$ cat config.mk
export PLATFORM = sky130hd
export DESIGN_NAME = fp_unpack_norm_flat
export DESIGN_NICKNAME = d
export VERILOG_FILES = /design/src/rtl/fp_unpack_norm_if.sv /design/src/rtl/fp_unpack_norm.sv /design/src/flat_wrapper.sv
export SDC_FILE = /design/constraint.sdc
export NUM_CORES = 1
export LEC_CHECK = 0
export CORE_MARGIN = 3
export CORE_UTILIZATION = 36
export CTS_CLUSTER_SIZE = 40
export DETAILED_ROUTE_END_ITERATION = 6
export PLACE_DENSITY_LB_ADDON = 0.05
export SYNTH_ARGS = -nofsm -noshare
export SYNTH_HDL_FRONTEND = slang
export SYNTH_SLANG_ARGS = --single-unit
$ cat constraint.sdc
create_clock -name clk -period 27.9 [get_ports clk]
set_clock_uncertainty 0.1 [all_clocks]
set_input_delay 5.58 -clock clk [delete_from_list [all_inputs] [get_ports clk]]
set_output_delay 5.58 -clock clk [all_outputs]
set_load 0.02 [all_outputs]
$ cat src/rtl/fp_unpack_norm_if.sv
// fp_unpack_norm_if: operand/result handshake bundle for the floating-point unpacker
interface fp_unpack_norm_if #(
    parameter int EXP_W = 11,
    parameter int MAN_W = 52
);
    logic                    in_valid;
    logic                    in_ready;
    logic [EXP_W+MAN_W:0]    fp_in;
    logic                    out_valid;
    logic                    out_ready;
    logic                    sign;
    logic signed [EXP_W+1:0] exponent;
    logic [MAN_W:0]          mantissa;
    logic                    is_nan;
    logic                    is_snan;
    logic                    is_inf;
    logic                    is_zero;
    logic                    is_denormalized;
    modport master (
        output in_valid, fp_in, out_ready,
        input  in_ready, out_valid, sign, exponent, mantissa,
               is_nan, is_snan, is_inf, is_zero, is_denormalized
    );
    modport slave (
        input  in_valid, fp_in, out_ready,
        output in_ready, out_valid, sign, exponent, mantissa,
               is_nan, is_snan, is_inf, is_zero, is_denormalized
    );
endinterface

$ cat src/rtl/fp_unpack_norm.sv
// fp_unpack_norm: unpacks an IEEE-style operand and normalizes subnormals over several cycles
module fp_unpack_norm #(
    parameter int EXP_W      = 11,
    parameter int MAN_W      = 52,
    parameter int SHIFT_STEP = 8
) (
    input logic             clk,
    input logic             rst,
    fp_unpack_norm_if.slave io
);
    localparam int EW   = EXP_W + 2;
    localparam int LZW  = $clog2(MAN_W + 2);
    localparam int BIAS = 2 ** (EXP_W - 1) - 1;
    localparam logic [LZW-1:0] STEP = LZW'(SHIFT_STEP);
    typedef enum logic [1:0] {IDLE, NORM, HOLD} state_t;
    state_t                state_q, state_d;
    logic                  sign_q, sign_d;
    logic signed [EW-1:0]  exp_q, exp_d;
    logic [MAN_W:0]        man_q, man_d;
    logic [4:0]            flg_q, flg_d;
    logic [LZW-1:0]        lz, s;
    logic                  hit;
    logic [EXP_W-1:0]      e;
    logic [MAN_W-1:0]      f;
    logic                  accept;
    assign e         = io.fp_in[EXP_W+MAN_W-1:MAN_W];
    assign f         = io.fp_in[MAN_W-1:0];
    assign io.in_ready  = !rst && (state_q == IDLE || (state_q == HOLD && io.out_ready));
    assign accept       = io.in_valid && io.in_ready;
    assign io.out_valid = state_q == HOLD;
    assign io.sign      = sign_q;
    assign io.exponent  = exp_q;
    assign io.mantissa  = man_q;
    assign {io.is_nan, io.is_snan, io.is_inf, io.is_zero, io.is_denormalized} = flg_q;
    // Decode accepted operands, step subnormal normalization, and retire held results
    always_comb begin
        state_d = state_q;
        sign_d  = sign_q;
        exp_d   = exp_q;
        man_d   = man_q;
        flg_d   = flg_q;
        lz      = '0;
        hit     = 1'b0;
        for (int i = MAN_W; i >= 0; i--) begin
            hit = hit | man_q[i];
            lz  = lz + LZW'(!hit);
        end
        s = (lz > STEP) ? STEP : lz;
        if (accept) begin
            sign_d  = io.fp_in[EXP_W+MAN_W];
            state_d = HOLD;
            flg_d   = '0;
            exp_d   = '0;
            man_d   = '0;
            if (&e) begin
                man_d = (f == '0) ? '0 : {1'b0, f};
                flg_d = (f == '0) ? 5'b00100 : {1'b1, ~f[MAN_W-1], 3'b000};
            end else if (e == '0) begin
                flg_d = (f == '0) ? 5'b00010 : 5'b00000;
                if (f != '0) begin
                    man_d   = {1'b0, f};
                    exp_d   = EW'(1 - BIAS);
                    state_d = NORM;
                end
            end else begin
                exp_d = EW'({1'b0, e}) - EW'(BIAS);
                man_d = {1'b1, f};
            end
        end else if (state_q == NORM) begin
            man_d = man_q << s;
            exp_d = exp_q - EW'(s);
            if (man_d[MAN_W]) begin
                state_d = HOLD;
                flg_d   = 5'b00001;
            end
        end else if (state_q == HOLD && io.out_ready) begin
            state_d = IDLE;
            flg_d   = '0;
        end
    end
    // State and result registers, all cleared by reset
    always_ff @(posedge clk) begin
        if (rst) begin
            state_q <= IDLE;
            sign_q  <= 1'b0;
            exp_q   <= '0;
            man_q   <= '0;
            flg_q   <= '0;
        end else begin
            state_q <= state_d;
            sign_q  <= sign_d;
            exp_q   <= exp_d;
            man_q   <= man_d;
            flg_q   <= flg_d;
        end
    end
endmodule

$ cat src/flat_wrapper.sv
// flat-port wrapper written by rule: the top's interface ports become plain ports
module fp_unpack_norm_flat 
#(
    parameter int EXP_W      = 11,
    parameter int MAN_W      = 52,
    parameter int SHIFT_STEP = 8
)
  (clk, rst, io_in_valid, io_fp_in, io_out_ready, io_in_ready, io_out_valid, io_sign, io_exponent, io_mantissa, io_is_nan, io_is_snan, io_is_inf, io_is_zero, io_is_denormalized);
  fp_unpack_norm_if #(.EXP_W(EXP_W), .MAN_W(MAN_W)) io_i ();
  input logic clk;
  input logic rst;
  input wire logic [$bits(io_i.in_valid)-1:0] io_in_valid;
  input wire logic [$bits(io_i.fp_in)-1:0] io_fp_in;
  input wire logic [$bits(io_i.out_ready)-1:0] io_out_ready;
  output wire logic [$bits(io_i.in_ready)-1:0] io_in_ready;
  output wire logic [$bits(io_i.out_valid)-1:0] io_out_valid;
  output wire logic [$bits(io_i.sign)-1:0] io_sign;
  output wire logic [$bits(io_i.exponent)-1:0] io_exponent;
  output wire logic [$bits(io_i.mantissa)-1:0] io_mantissa;
  output wire logic [$bits(io_i.is_nan)-1:0] io_is_nan;
  output wire logic [$bits(io_i.is_snan)-1:0] io_is_snan;
  output wire logic [$bits(io_i.is_inf)-1:0] io_is_inf;
  output wire logic [$bits(io_i.is_zero)-1:0] io_is_zero;
  output wire logic [$bits(io_i.is_denormalized)-1:0] io_is_denormalized;
  assign io_i.in_valid = io_in_valid;
  assign io_i.fp_in = io_fp_in;
  assign io_i.out_ready = io_out_ready;
  assign io_in_ready = io_i.in_ready;
  assign io_out_valid = io_i.out_valid;
  assign io_sign = io_i.sign;
  assign io_exponent = io_i.exponent;
  assign io_mantissa = io_i.mantissa;
  assign io_is_nan = io_i.is_nan;
  assign io_is_snan = io_i.is_snan;
  assign io_is_inf = io_i.is_inf;
  assign io_is_zero = io_i.is_zero;
  assign io_is_denormalized = io_i.is_denormalized;
  fp_unpack_norm #(.EXP_W(EXP_W), .MAN_W(MAN_W), .SHIFT_STEP(SHIFT_STEP)) u_core (.clk(clk), .rst(rst), .io(io_i));
endmodule
==> metrics.yaml, run 1 <==
syn_to_final_growth_pct: 24.5
finalCriticalPeriod_ns: 12.72
ctsLongestPathBuffers: 2
insertion_delay_ns: 0.35
cts_buffers: 9
worst_pin_slew_ns: 1.02
fin_crit_sh_pct: 45.6
setup_violations: 0
critical_path.top_delay_family: "buffers and inverters"
io_pins: 142
gp_congestion: 0.880
required_ns: 22.22
rows: 53
start_util_pct: 36.9
synth_top_family_by_area: "compound AO/OA/AOI/OAI gates"
crit_chain: "buf_2 -> buf_4 -> nor2_1 -> clkdlybuf4s50_1"
io_buffers: 141
drt_iter0_markers: 972
drc: 0
track_usage_pct: 28.2
min_path_type: "reg2reg"
synthAdderAreaFrac_pct: 14.4
finalWirelength_um: 34100
synthFlopType: "dfxtp_1"
netlist_instances: 1023
fmax_mhz: 78.6
ys_seq_area_share_pct: 18.9
synth_compound_area_share_pct: 29.9
synth_enable_flop_cells: 0
antenna_found_initial: 0
fill_cells: 2219
synth_area_um2: 7830
htreeDepth: 3
crit_fanout: 73
setup.worst_path.start_class: "input pin"
core_area_um2: 21200
drt-vias-per-instance: 6.33
worstPathArrival_ns: 7.04
drv_slew: 0
yosysMostFrequentCell: "nor2_1"
synth_xor_area_share_pct: 1.45
grt_use_met3_pct: 4.64
synthTopCellsByCount: "nor2_1 (122), a21oi_1 (97), dfxtp_1 (74)"
grt_overflow: 0
async_reset_ff_share_pct: 0
top_usage_layer: "met2"
max_slew_margin_pct: 32.0
cts_resized: 0
critPathMaxStageDelay_ns: 0.69
synth_top_area_share_pct: 18.9
hpwlAfterDp_um: 24700
wl_per_cell_um: 24.3
cts_setup_buffers: 0
worstSetupEndpointType: "output pin"
grt_pass1_vias: 8575
gr-usage-met2_pct: 46.6
synth_area_leaders: "dfxtp_1 (19%), fa_1 (11%), a21oi_1 (6.2%)"
n_antenna_cell: 0
nNetsFinal: 1253
fp.dieArea_um2: 23600
maxCapViolations: 0
die_x_um: 154
crit_type: "in2out"
setup_tns_ns: 0
grt_pass1_wl_um: 52400
synth_warnings: 0
synth.area.mux_share_pct: 7.60
cp_num_buf_inv: 3
vias: 8863
synth.distinct_cells: 74
status: "complete, no violations"
ctsRootBufferMaster: "clkbuf_16"
synth-seq-cells: 74
rsz0062_at_grt: "no"
clkTransAtPathRegs_ns: 0.07
yosys.area_share.simple_pct: 20.8
first_pass_iters: 7
cts_tree: "done"
crit_slowest_cell: "buf_4"
fp.dieH_um: 154
use_met1_pct: 36.6
final-hold-violation-count: 0
antenna_left: 0
syn_avg_cell_area_um2: 7.66
grt_start_max_net_pins: 74
cts_sinks: 74
hold_buffers: 0
drive_gt1_share_pct: 8.17
synth.largest_area_cell: "dfxtp_1"
kinds of logic after synthesis:
group,after synthesis
buffers and inverters,143
XOR/XNOR,13
adder cells (fa/ha/maj),63
flip-flops,74
multiplexers,56
AND/OR/NAND/NOR,328
other,1
AO/OA/AOI/OAI,345
tightest hold or removal path: stages (launching register included):
cell and delay (ns):
dfxtp_1 0.32, nand3_1 0.06, nand2_1 0.04
sequential cells by signal, summed over array words and instances (netlist names):
register / cells
u_core.io.exponent: 13
u_core.state_q: 2
u_core.io.mantissa: 53
u_core.io.sign: 1
u_core.flg_q: 5
routing by layer:
layer | vias up | share of wire [%]
li1 | 4034 | -
met1 | 4222 | 40
met4 | 0 | 4.3
met5 | - | 0
met2 | 503 | 47
met3 | 104 | 8.6
through the flow:
stage                     setup WS, ns  hold slack [ns]  std cells  instance area [um^2]  util (%)
final                            15.18            0.366       1401                  9760      46.0
after global routing             15.05            0.379       1401                  9760      46.0
after CTS                        15.18            0.366       1401                  9760      46.0
after detailed placement         15.19            0.352       1386                  9490      44.7
after global placement           15.18            0.354       1386                  9490      44.7
after floorplan                  15.93            0.384       1025                  7840         -
placed cells by master, fill, tap and decap left out, types with 23 or more instances in the layout:
cell / Yosys / routed
clkdlybuf4s50_1: 0 / 140
mux2i_1: 28 / 28
a21oi_1: 97 / 96
mux2_2: 28 / 28
fa_1: 45 / 45
nor2_1: 122 / 120
nor3_1: 32 / 32
nor4_1: 24 / 23
a222oi_1: 27 / 27
nand2_1: 64 / 64
o22ai_1: 45 / 45
a22oi_1: 25 / 25
o21ai_0: 36 / 36
inv_1: 65 / 65
dfxtp_1: 74 / 74
cell type report:
type                    instances  area (um^2)  area share, %
repair buffers                161         1560           16.0
inverters                      68          255           2.62
flip-flops and latches         74         1480           15.2
clock inverters                 5         31.3          0.321
well taps                     275          344           3.53
clock buffers                  10          239           2.45
multi-input cells             808         5850           60.0
worst paths after layout:
path                     startpoint                     end  slack, ns  cells after the start
max                             rst             io_in_ready      15.18                      4
min                  u_core.io.sign          u_core.io.sign       0.37                      2
max reg2reg  u_core.io.mantissa[52]  u_core.io.exponent[10]      16.54                     31
min reg2reg          u_core.io.sign          u_core.io.sign       0.37                      2
Power of run 1 is left out: the tool's default activity adds up to more than one toggle a clock period on the data nets, which glitch-free logic cannot reach.
==> run 2: changes to the inputs <==
Clock period 27.9 ns to 12.3 ns, I/O delays scaled along.
==> metrics.yaml, run 2 (same netlist as run 1, synthesis figures left out) <==
required_ns: 12.42
rsz0062_at_grt: "no"
n_antenna_cell: 0
finalCriticalPeriod_ns: 10.76
wl_per_cell_um: 25.7
fill_cells: 2217
hold_buffers: 0
vias: 8950
rows: 53
setup.worst_path.start_class: "register"
insertion_delay_ns: 0.36
cts_tree: "done"
critPathMaxStageDelay_ns: 0.60
critical_path.top_delay_family: "adder cells"
hold_depth: 2
syn_to_final_growth_pct: 25.6
final-hold-violation-count: 0
htreeDepth: 3
grt_pass1_vias: 8756
max_slew_margin_pct: 34.1
worstPathArrival_ns: 10.89
ff2ff_path_depth: 32
core_area_um2: 21200
met3_wirelength_um: 2680
io_pins: 142
fin_crit_sh_pct: 87.5
crit_slowest_cell: "or4_4"
nNetsFinal: 1260
fp.dieArea_um2: 23600
drc: 0
wl_met2_um: 17500
first_pass_iters: 6
maxCapViolations: 0
drt_iter0_markers: 911
cpMostUsedCell: "fa_1"
fp.dieH_um: 154
grt_overflow: 0
io_buffers: 141
rrSetupSlack_ns: 1.54
min_path_type: "reg2reg"
start_util_pct: 36.9
wl_met1_um: 14100
setup_violations: 0
drt-vias-per-instance: 6.35
cts_setup_buffers: 0
crit_type: "reg2reg"
track_usage_pct: 29.7
worstSetupEndpointType: "register"
largest_reg_flops: 53
crit_cells: 32
highest_layer: "met4"
multi_input_comb_area_um2: 5850
die_x_um: 154
clkTransAtPathRegs_ns: 0.08
drive_gt1_share_pct: 8.82
ctsRootBufferMaster: "clkbuf_16"
crit_fanout: 8
antenna_found_initial: 0
grt_start_max_net_pins: 74
cts_sinks: 74
ctsLongestPathBuffers: 2
hpwlAfterDp_um: 26600
seq_area_um2: 1480
grt_pass1_wl_um: 54500
worst_pin_slew_ns: 0.987
layout_common_cells: "clkdlybuf4s50_1 (140), nor2_1 (120), a21oi_1 (96)"
antenna_left: 0
drv_slew: 0
final_common_cell: "clkdlybuf4s50_1"
status: "complete, no violations"
setup_tns_ns: 0
finalWirelength_um: 36300
cts_resized: 0
gp_congestion: 0.909
cts_buffers: 9
cp_num_buf_inv: 4
fmax_mhz: 92.9
## run 2: final cells by class
| type | instances | share of cell area (%) |
|---|---|---|
| multi-input cells | 808 | 59.4 |
| repair buffers | 168 | 16.4 |
| flip-flops and latches | 74 | 15.1 |
| well taps | 275 | 3.50 |
| inverters | 68 | 2.59 |
| clock buffers | 9 | 2.29 |
| clock inverters | 7 | 0.776 |
## run 2: final timing paths
kind	start	end
setup / recovery	u_core.io.mantissa[49]	u_core.io.exponent[10]
hold / removal	u_core.io.sign	u_core.io.sign
setup reg to reg	u_core.io.mantissa[49]	u_core.io.exponent[10]
hold reg to reg	u_core.io.sign	u_core.io.sign
## run 2: worst register-to-register path: cells and delay by family (launching register included)
family | cells | cell delay, ns
adders and majority gates | 11 | 4.80
and+or+nand+nor | 9 | 2.99
AOI/OAI and AO/OA | 7 | 1.79
xor gates and xnor gates | 1 | 0.16
buffers and inverters | 4 | 0.40
DFF | 1 | 0.39
## run 2: routing by layer
metal | global-route usage, % | vias up
met5 | 0 | -
met4 | 13.8 | 0
met3 | 4.19 | 110
met2 | 51.1 | 499
met1 | 36.7 | 4291
li1 | - | 4050
## run 2: per-stage QoR
step                      area [um^2]  hold slack [ns]  util [%]  std cells  setup WS (ns)
after floorplan                  7840            0.384         -       1025           2.16
after global placement           9540            0.355      45.0       1393           1.81
after detailed placement         9540            0.351      45.0       1393           1.62
after CTS                        9840            0.361      46.4       1409           1.59
after global routing             9840            0.393      46.4       1409           1.12
final                            9840            0.357      46.4       1409           1.54
Power of run 2 is left out for the same reason.
